**src/rtl/diff_accumulator.sv**
```systemverilog
// -----------------------------------------------------------------------------
// diff_accumulator
//
// Purpose:
//   Sums a frame of FRAME_LEN signed 4-bit difference samples into an ACC_W-bit
//   two's-complement accumulator. Samples arrive over a valid/ready handshake.
//   The completed frame sum is presented over a second valid/ready handshake.
//   A small three-state FSM (IDLE -> ACCUM -> HOLD) sequences each frame.
//
// Configuration macro:
//   DIFF_ACC_SAT_EN - when defined, an overflowing addition clamps the
//                     accumulator to the most positive or most negative value
//                     and sets a sticky overflow flag, reported on ovf.
//                     When undefined, additions wrap modulo 2^ACC_W and ovf is
//                     constant 0.
//
// Parameters:
//   FRAME_LEN  samples per frame (2..255)
//   ACC_W      accumulator / result width (5..16)
//
// Ports:
//   clk        in   rising-edge clock
//   rst_n      in   asynchronous active-low reset
//   en         in   level enable, sampled only at frame boundaries
//   clr        in   synchronous frame abort (highest priority)
//   diff_in    in   4-bit signed difference sample
//   in_valid   in   diff_in is valid
//   in_ready   out  block accepts diff_in this cycle (ACCUM state)
//   sum_out    out  completed frame sum, qualified by out_valid
//   out_valid  out  sum_out / ovf hold a completed frame (HOLD state)
//   out_ready  in   downstream consumes the result this cycle
//   ovf        out  sticky signed overflow for the frame, qualified by out_valid
// -----------------------------------------------------------------------------
module diff_accumulator #(
    parameter int FRAME_LEN = 8,
    parameter int ACC_W     = 6
) (
    input  logic             clk,
    input  logic             rst_n,
    input  logic             en,
    input  logic             clr,
    input  logic [3:0]       diff_in,
    input  logic             in_valid,
    output logic             in_ready,
    output logic [ACC_W-1:0] sum_out,
    output logic             out_valid,
    input  logic             out_ready,
    output logic             ovf
);

    localparam int               CNT_W    = $clog2(FRAME_LEN + 1);
    localparam logic [CNT_W-1:0] CNT_LAST = CNT_W'(FRAME_LEN);
    localparam logic [CNT_W-1:0] CNT_ONE  = CNT_W'(1);
    localparam logic [CNT_W-1:0] CNT_ZERO = {CNT_W{1'b0}};
    localparam logic [ACC_W-1:0] ACC_ZERO = {ACC_W{1'b0}};

    typedef enum logic [1:0] {
        ST_IDLE  = 2'd0,
        ST_ACCUM = 2'd1,
        ST_HOLD  = 2'd2
    } state_t;

    // -------------------------------------------------------------------------
    // Arithmetic helpers
    // -------------------------------------------------------------------------

    // Sign-extend a 4-bit two's-complement sample to accumulator width.
    function automatic logic [ACC_W-1:0] sext4(input logic [3:0] d);
        return {{(ACC_W-4){d[3]}}, d};
    endfunction

`ifdef DIFF_ACC_SAT_EN
    // Signed overflow: both operands share a sign and the result's sign differs.
    function automatic logic add_ovf(input logic [ACC_W-1:0] a,
                                     input logic [ACC_W-1:0] b,
                                     input logic [ACC_W-1:0] s);
        return (a[ACC_W-1] == b[ACC_W-1]) && (s[ACC_W-1] != a[ACC_W-1]);
    endfunction

    // Clamp value toward the direction of the overflow (operand sign).
    function automatic logic [ACC_W-1:0] sat_val(input logic neg);
        logic [ACC_W-1:0] v;
        if (neg) begin
            v = {1'b1, {(ACC_W-1){1'b0}}};
        end else begin
            v = {1'b0, {(ACC_W-1){1'b1}}};
        end
        return v;
    endfunction
`endif

    // -------------------------------------------------------------------------
    // State
    // -------------------------------------------------------------------------
    state_t           state_q, state_d;
    logic [ACC_W-1:0] acc_q, acc_d;
    logic [CNT_W-1:0] cnt_q, cnt_d;
    logic             ovf_q, ovf_d;
    logic             in_ready_q;
    logic             out_valid_q;

    logic [ACC_W-1:0] ext_s;
    logic [ACC_W-1:0] add_s;
    logic [CNT_W-1:0] cnt_inc_s;
    logic             in_hs_s;

    assign ext_s     = sext4(diff_in);
    assign add_s     = acc_q + ext_s;
    assign cnt_inc_s = cnt_q + CNT_ONE;
    // in_ready_q is high exactly when the FSM sits in ACCUM.
    assign in_hs_s   = in_valid && in_ready_q;

    // Next-state and datapath update for the frame FSM.
    always_comb begin
        state_d = state_q;
        acc_d   = acc_q;
        cnt_d   = cnt_q;
        ovf_d   = ovf_q;

        if (clr) begin
            // Abort wins over any handshake in the same cycle.
            state_d = ST_IDLE;
            acc_d   = ACC_ZERO;
            cnt_d   = CNT_ZERO;
            ovf_d   = 1'b0;
        end else begin
            case (state_q)
                ST_IDLE: begin
                    if (en) begin
                        state_d = ST_ACCUM;
                        acc_d   = ACC_ZERO;
                        cnt_d   = CNT_ZERO;
                        ovf_d   = 1'b0;
                    end else begin
                        state_d = ST_IDLE;
                    end
                end

                ST_ACCUM: begin
                    // en is deliberately ignored here: a started frame always
                    // runs to completion.
                    if (in_hs_s) begin
`ifdef DIFF_ACC_SAT_EN
                        if (add_ovf(acc_q, ext_s, add_s)) begin
                            acc_d = sat_val(ext_s[ACC_W-1]);
                            ovf_d = 1'b1;
                        end else begin
                            acc_d = add_s;
                        end
`else
                        acc_d = add_s;
`endif
                        cnt_d = cnt_inc_s;
                        if (cnt_inc_s == CNT_LAST) begin
                            state_d = ST_HOLD;
                        end else begin
                            state_d = ST_ACCUM;
                        end
                    end else begin
                        state_d = ST_ACCUM;
                    end
                end

                ST_HOLD: begin
                    if (out_ready) begin
                        acc_d = ACC_ZERO;
                        cnt_d = CNT_ZERO;
                        ovf_d = 1'b0;
                        if (en) begin
                            state_d = ST_ACCUM;
                        end else begin
                            state_d = ST_IDLE;
                        end
                    end else begin
                        state_d = ST_HOLD;
                    end
                end

                default: begin
                    state_d = ST_IDLE;
                    acc_d   = ACC_ZERO;
                    cnt_d   = CNT_ZERO;
                    ovf_d   = 1'b0;
                end
            endcase
        end
    end

    // State, datapath and registered handshake outputs.
    always_ff @(posedge clk or negedge rst_n) begin
        if (!rst_n) begin
            state_q     <= ST_IDLE;
            acc_q       <= ACC_ZERO;
            cnt_q       <= CNT_ZERO;
            ovf_q       <= 1'b0;
            in_ready_q  <= 1'b0;
            out_valid_q <= 1'b0;
        end else begin
            state_q     <= state_d;
            acc_q       <= acc_d;
            cnt_q       <= cnt_d;
            ovf_q       <= ovf_d;
            // Decoded from the next state so the flags align with state_q.
            in_ready_q  <= (state_d == ST_ACCUM);
            out_valid_q <= (state_d == ST_HOLD);
        end
    end

    // The accumulator only changes on a handshake, and is frozen in HOLD, so it
    // doubles as the stable result register.
    assign sum_out   = acc_q;
    assign in_ready  = in_ready_q;
    assign out_valid = out_valid_q;
    // Without saturation ovf_q is never set, so this is constant 0.
    assign ovf       = ovf_q;

endmodule

```
**config.mk**
```make
export PLATFORM = sky130hd
export DESIGN_NAME = diff_accumulator
export DESIGN_NICKNAME = d
export VERILOG_FILES = /design/src/rtl/diff_accumulator.sv
export SDC_FILE = /design/constraint.sdc
export NUM_CORES = 1
export LEC_CHECK = 0
export CORE_MARGIN = 2
export CORE_UTILIZATION = 28
export CTS_CLUSTER_DIAMETER = 80
export DETAILED_ROUTE_END_ITERATION = 12
export MAX_ROUTING_LAYER = met4
export PLACE_DENSITY_LB_ADDON = 0.25
export SLEW_MARGIN = 20
export SYNTH_ARGS = -nofsm -noshare
export SYNTH_HDL_FRONTEND = slang
export SYNTH_SLANG_ARGS = --single-unit
```
**constraint.sdc**
```tcl
create_clock -name clk -period 2.6 [get_ports clk]
set_input_delay 0.52 -clock clk [delete_from_list [all_inputs] [get_ports clk]]
set_output_delay 0.52 -clock clk [all_outputs]
set_load 0.01 [all_outputs]
```
; Word level (Yosys, flattened, before mapping)
; Cells that the tools add are included.
[word_totals]
reg_bits = 15
latch_bits = 0
mem_bits_rw = 0
romBits = 0
in_bits = 10
output_inout_bits = 9
elab_cells = 41
n_memories = 0
[op_classes]
add_sub_neg = 2
n_mul = 0
n_div = 0
magnitude_cmp = 0
n_eq_ne = 9
shift = 0
muxes = 20
bitwise_logic = 0
n_reduce_logical = 4
[op_table]
columns = op, n
row1 = 2-to-1 mux 6 bit, 4
row2 = case mux 6 bit (3 select lines), 1
row3 = 2-to-1 mux 4 bit, 4
row4 = case mux 4 bit (3 select lines), 1
row5 = inequality test 3 bit (second input constant), 3
row6 = 2-to-1 mux 2 bit, 4
row7 = adder 6 bit, 1
row8 = case mux 2 bit (3 select lines), 1
row9 = AND reduction 3 bit, 2
row10 = adder 4 x 1 -> 4 bit (second input constant), 1
row11 = equality test 2 x 1 -> 1 bit (second input constant), 2
row12 = equality test 2 bit (second input constant), 2
row13 = equality test 4 bit (second input constant), 1
row14 = 2-to-1 mux 1 bit, 4
row15 = case mux 1 bit (3 select lines), 1
row16 = logical NOT 2 bit, 1
row17 = inequality test 2 bit (second input constant), 1
row18 = logical AND 1 bit, 1

; Depth between registers and ports, before layout
; Gate-level depths: netlist of the first run.
[depth]
depth_word = 7
ltp_mapped = 7
mapped_depth_nobuf = 7

; Worst setup path after synthesis of the first run
; No wires, ideal clock.
[synth_path]
path_kind = input -> register
from = input diff_in[3]
to = register acc_q[5], in the netlist sum_out[5]
setup_time_ns = 0.132
arrival_ns = 1.683
t_required_ns = 2.468
setup_slack_ns = 0.785
stages = 5
n_path_buf = 0
path_cell_list = ha_1 and3_1 a2111o_1 mux2i_1 o211ai_1
[synth_between]
elab_chain_cells = 4
[synth_rtl]
columns = element, line_no
row1 = from (decl), 42  ; input logic [3:0] diff_in,
row2 = adder 6 bit, 108  ; assign add_s = acc_q + ext_s;
row3 = 2-to-1 mux 6 bit, 142  ; if (in_hs_s) begin
row4 = case mux 6 bit (3 select lines), 127  ; case (state_q)
row5 = 2-to-1 mux 6 bit, 120  ; if (clr) begin
row6 = to (signal assigned), 193  ; acc_q <= ACC_ZERO;
row7 = to (signal assigned), 200  ; acc_q <= acc_d;
row8 = to (decl), 96  ; logic [ACC_W-1:0] acc_q, acc_d;
; No other way between the ends. The select of a mux whose other input is x is not followed.
; A chain may end at the register's enable or synchronous reset.

; Worst setup path after layout of the first run
; Same ends and word-level chain as after synthesis.

==> flow_summary.ini, run 1 <==
[status]
status = complete, no violations

[global_routing]
antenna_found_initial = 0
overflow = 0
grt_usage = 0.131
grt_max_degree = 15
grt_pass1_wl_um = 3430
grt_pass1_vias = 769

[logic_synthesis]
ys_warn_count = 0
yosysTopAreaCellShare = 0.385
synth_fp_nets = 103
ys_seq_area_frac = 0.385
synth_commonest_cells = 14 x dfrtp_1, 7 x ha_1, 6 x nand2_1, 5 x inv_1, 4 x a22o_1
yosys-top-cells-area = dfrtp_1 38%, ha_1 9.6%, a22o_1 3.8%, xnor2_1 2.9%, nand2_1 2.5%
synth_edf_count = 0
ys_async_sr_fraction = 1.00
synth.most_common_cell = dfrtp_1
synth_area_leader_cell = dfrtp_1
synthCells = 85
syn_avg_cell_area_um2 = 10.7
ys.flop_type = dfrtp_1
ys_ff_latch = 14
synth.distinct_cells = 42
syn_area_um2 = 911

[cts]
root_buffer = clkbuf_4
cts_resized = 0
clock_path_buffers = 2
numCtsBuffers = 3
htree_levels = 1
cts_sinks = 14
cts_hold_buf = 0
cts_setup_buffers = 0
clkTransAtPathRegs_ns = 0.09
tritoncts = done
insertion_delay_ns = 0.29

[pwr]
ir_worst_vdd_v = 0.000200
cellPowerDensity_nw_per_um2 = 417
leakage_nw = 0.518

[worst_setup_path]
start_kind = primary input
critPathLaunch = diff_in[3]
crit_chain = clkdlybuf4s50_1 > ha_1 > and3_1 > a2111o_1 > mux2i_1 > o211ai_1
rr_startpoint = sum_out[4]
critical_path_required_ns = 2.77
end_kind = register
path_buf_inv = 1
worstPathArrival_ns = 2.29
cp.depth = 6
cp_top_family = compound AO/OA/AOI/OAI gates
cp_max_fo = 5
max_stage_delay_ns = 0.47
crit_type = primary input to register
crit_slowest_cell = clkdlybuf4s50_1
rr_worst_depth = 5

[timing]
final_hold_viol_count = 0
max_freq_mhz = 473
slew_violations = 0
period_share = 0.813
finalSetupTns_ns = 0
worst_pin_slew_ns = 0.666
setup_viol = 0
rsz0062_at_grt = false
slew_headroom = 0.555
min_period_ns = 2.11
skew_ns = 0.0115

[final_layout]
drive_gt1_frac = 0.117
antennaDiodeCount = 0
multiInputGateArea_um2 = 518
fin_nets = 122
design_area_um2 = 1150
seq_area_um2 = 350
final_cells = 147
finish.utilization = 0.373
area_growth_pct = 26.1
fill_cells = 316

[job]
cap_violations = 0

[die]
die_h_um = 61.0
dieArea_um2 = 3730
io_pins = 19
start_util = 0.296
num_rows = 20
fp.dieW_um = 61.0
fp.coreArea_um2 = 3080

[placement]
numPlacedInstances = 143
dp_hpwl_um = 1410
gp_congestion = 0.760
placed_cell_area_um2 = 1110
io_buffers = 17

[min_path]
hp-start = sum_out[2]
worstHoldPathCells = 2
hp-class = register to register

[routing]
drt-initial-drc-count = 25
postRouteWirelength_um = 1970
drtPass1Iterations = 4
wl_per_cell_um = 13.4
dr_total_vias = 751
drc = 0
viasPerCell = 5.11
antenna_left = 0
[cell families (layout without fill, tap and decap cells)]
family / Yosys count / after routing / synth area share
AOI/OAI and AO/OA: 23 / 23 / 0.210
xor gates and xnor gates: 3 / 3 / 0.0289
adders and majority gates: 8 / 8 / 0.118
buffers and inverters: 8 / 26 / 0.0467
DFF: 14 / 14 / 0.385
muxes: 3 / 3 / 0.0343
other: 1 / 1 / 0.00412
and+or+nand+nor: 25 / 25 / 0.173
[layout make-up]
class                   count  share of cell area
multi-input cells          63               0.451
clock buffers               4              0.0316
well taps                  44              0.0479
flip-flops and latches     14               0.305
repair buffers             17               0.148
inverters                   5              0.0163
[cells in the final DEF (no fill, tap or decap), types with 2 or more instances in the layout]
master / netlist / routed
clkdlybuf4s50_1: 0 / 17
dfrtp_1: 14 / 14
ha_1: 7 / 7
nand2_1: 6 / 6
inv_1: 5 / 5
a22o_1: 4 / 4
and3_1: 3 / 3
xnor2_1: 3 / 3
clkbuf_4: 0 / 3
a21oi_1: 2 / 2
a31o_2: 2 / 2
o32ai_1: 2 / 2
mux2i_1: 2 / 2
a32o_1: 2 / 2
o21ai_0: 2 / 2
nor2b_1: 2 / 2
nor4_1: 2 / 2
[worst paths after layout]
path | end | slack, ns
setup / recovery | sum_out[5] | 0.49
hold / removal | sum_out[2] | 0.52
setup reg to reg | sum_out[5] | 0.82
hold reg to reg | sum_out[2] | 0.52
max in group asynchronous | cnt_q[0] | 1.54
min in group asynchronous | state_q[1] | 0.63
[flip-flops by register name, summed over array words and instances, names as in the netlist]
name,count
sum_out,6
cnt_q,4
state_q,2
in_ready,1
out_valid,1
[report_power, final]
group | switching, mW | leakage, nW | internal (mW) | total, mW
logic | 0.0449 | 0.305 | 0.0416 | 0.0866
clock network | 0.0759 | 0.0210 | 0.0853 | 0.161
registers | 0.00716 | 0.192 | 0.224 | 0.231
total | 0.128 | 0.518 | 0.351 | 0.479
[metrics by stage]
step           power [mW]  hold slack [ns]  worst slack, ns
2_1_floorplan       0.286            0.224            0.785
3_3_place_gp        0.322            0.508            0.203
3_5_place_dp        0.323            0.500            0.170
4_1_cts             0.490            0.522            0.494
5_1_grt             0.509            0.562            0.430
6_report            0.479            0.521            0.487
[metal layers]
metal,GRT usage,up-vias,wire length [µm]
met3,0.0525,2,131
met1,0.151,373,884
met4,0.0342,0,6
met2,0.211,22,944
met5,-,-,0
li1,-,354,-
[worst reg2reg max path, cell delays in order (launching register included)]
cell	delay [ns]
dfrtp_1	0.41
ha_1	0.33
and3_1	0.20
a2111o_1	0.45
mux2i_1	0.17
o211ai_1	0.11
Note: power is estimated with default switching activity, not from simulation.
==> run 2: changes to the inputs <==
- clock period: 2.6 -> 1.99 ns (I/O delays scaled with it)
==> run 2 against run 1 <==
Compared with the run above: clock skew fell by 0.010 ns; cell count rose by 5.4%; global-route usage fell by 0.96 points; flip-flop and latch count did not move; non-clock buffer count rose by 8; via count fell by 0.40%; sequential power rose by 31%; first-iteration DRC count fell by 56%; sequential share of layout area fell by 2.0 points; register-to-register slack got worse by 0.60 ns; hold slack got worse by 0.11 ns; core utilization rose by 2.6 points; largest power group unchanged; highest routed layer unchanged.
==> flow_summary.ini, run 2 (synthesized netlist as in run 1, its figures left out) <==
[final_layout]
area_growth_pct = 34.9
finish.utilization = 0.399
drive_gt1_frac = 0.207
fin_nets = 130
layout_commonest_cell = clkdlybuf4s50_1
largest_reg_flops = 6
antennaDiodeCount = 0
layout_common_cells = 16 x clkdlybuf4s50_1, 14 x dfrtp_1, 8 x buf_4, 6 x nand2_1, 6 x ha_1

[worst_setup_path]
r2r-end = sum_out[4]
crit_chain = clkdlybuf4s50_1 > ha_1 > inv_1 > fa_2 > nor2b_2 > o21a_1 > or3_1 > a32o_1
critical_path_required_ns = 2.18
worstPathArrival_ns = 2.08
crit_slowest_cell = clkdlybuf4s50_1
max_stage_delay_ns = 0.41
path_buf_inv = 2
cp_max_fo = 2
start_kind = primary input
rr_startpoint = sum_out[0]
rr_worst_depth = 7
crit_type = primary input to register
r2r_slack_ns = 0.22
end_kind = register
cp_top_family = buffers and inverters

[routing]
drtPass1Iterations = 4
wl_per_cell_um = 12.7
viasPerCell = 4.83
antenna_left = 0
dr_total_vias = 748
drt-initial-drc-count = 11
drc = 0
postRouteWirelength_um = 1960

[die]
num_rows = 20
fp.dieW_um = 61.0
start_util = 0.296
fp.coreArea_um2 = 3080
io_pins = 19
dieArea_um2 = 3730
die_h_um = 61.0

[timing]
period_share = 0.947
setup_slack_ns = 0.105
max_freq_mhz = 531
setup_viol = 0
skew_ns = 0.00105
slew_violations = 0
rsz0062_at_grt = false
min_period_ns = 1.88
final_hold_viol_count = 0

[job]
cap_violations = 0

[cts]
tritoncts = done
cts_sinks = 14
htree_levels = 1
cts_hold_buf = 0
clkTransAtPathRegs_ns = 0.10
insertion_delay_ns = 0.29
numCtsBuffers = 3
clock_path_buffers = 2
root_buffer = clkbuf_4

[placement]
dp_hpwl_um = 1370
gp_congestion = 0.746
io_buffers = 17
dpl_worst_slack_ns = -0.279

[global_routing]
antenna_found_initial = 0
overflow = 0
grt_pass1_wl_um = 3190
grt_max_degree = 15
grt_usage = 0.121
grt_pass1_vias = 745

[status]
status = complete, no violations

[pwr]
leakage_nw = 0.565
ir_worst_vdd_v = 0.000371
cellPowerDensity_nw_per_um2 = 533

[min_path]
hp-class = primary input to asynchronous set/reset pin
[run 2: layer usage]
| metal | up-vias | wire [µm] | track usage |
|---|---|---|---|
| li1 | 368 | - | - |
| met1 | 356 | 962 | 0.151 |
| met2 | 20 | 876 | 0.187 |
| met3 | 4 | 102 | 0.0378 |
| met4 | 0 | 23 | 0.0373 |
| met5 | - | 0 | - |
[run 2: report_power, final]
group          internal (mW)  leakage, nW  switching (mW)
logic                 0.0680        0.352          0.0610
registers              0.293        0.192         0.00927
clock network          0.112       0.0210           0.112
[run 2: worst register-to-register path, stage by stage (launching register included)]
cell and delay [ns]:
dfrtp_1 0.41, ha_1 0.20, inv_1 0.07, fa_2 0.21, nor2b_2 0.05, o21a_1 0.17, or3_1 0.31, a32o_1 0.25
[run 2: metrics by stage]
stage	hold WS, ns	TNS (ns)	cell area (µm²)	instances	power (mW)
after global routing	0.416	0	1230	155	0.687
after global placement	0.504	-0.439	1170	151	0.434
after floorplan	0.102	0	911	85	0.374
after CTS	0.416	0	1210	155	0.661
after detailed placement	0.498	-0.531	1170	151	0.435
final	0.410	0	1230	155	0.655
[run 2: how the worst max path moves through the flow]
stage	from	end	slack, ns	cells past startpoint
floorplan	sum_out[3]	sum_out[5]	0.28	5
global placement	diff_in[0]	sum_out[4]	-0.22	8
detailed placement	diff_in[3]	sum_out[5]	-0.28	6
CTS	diff_in[3]	sum_out[5]	0.04	6
global route	diff_in[0]	sum_out[4]	0.02	8
finish	diff_in[0]	sum_out[4]	0.11	8
[run 2: area by class of cell]
| type | instances | area (µm²) |
|---|---|---|
| clock buffer | 4 | 36.3 |
| tap | 44 | 55.1 |
| inverter | 5 | 18.8 |
| fill | 299 | 1850 |
| timing repair buffer | 25 | 233 |
| sequential | 14 | 350 |
| multi-input combinational | 63 | 536 |
[run 2: timing repair]
item	in CTS	in global routing
setup buffers	0	0
gates resized for setup	0	4
setup endpoints to repair	0	2
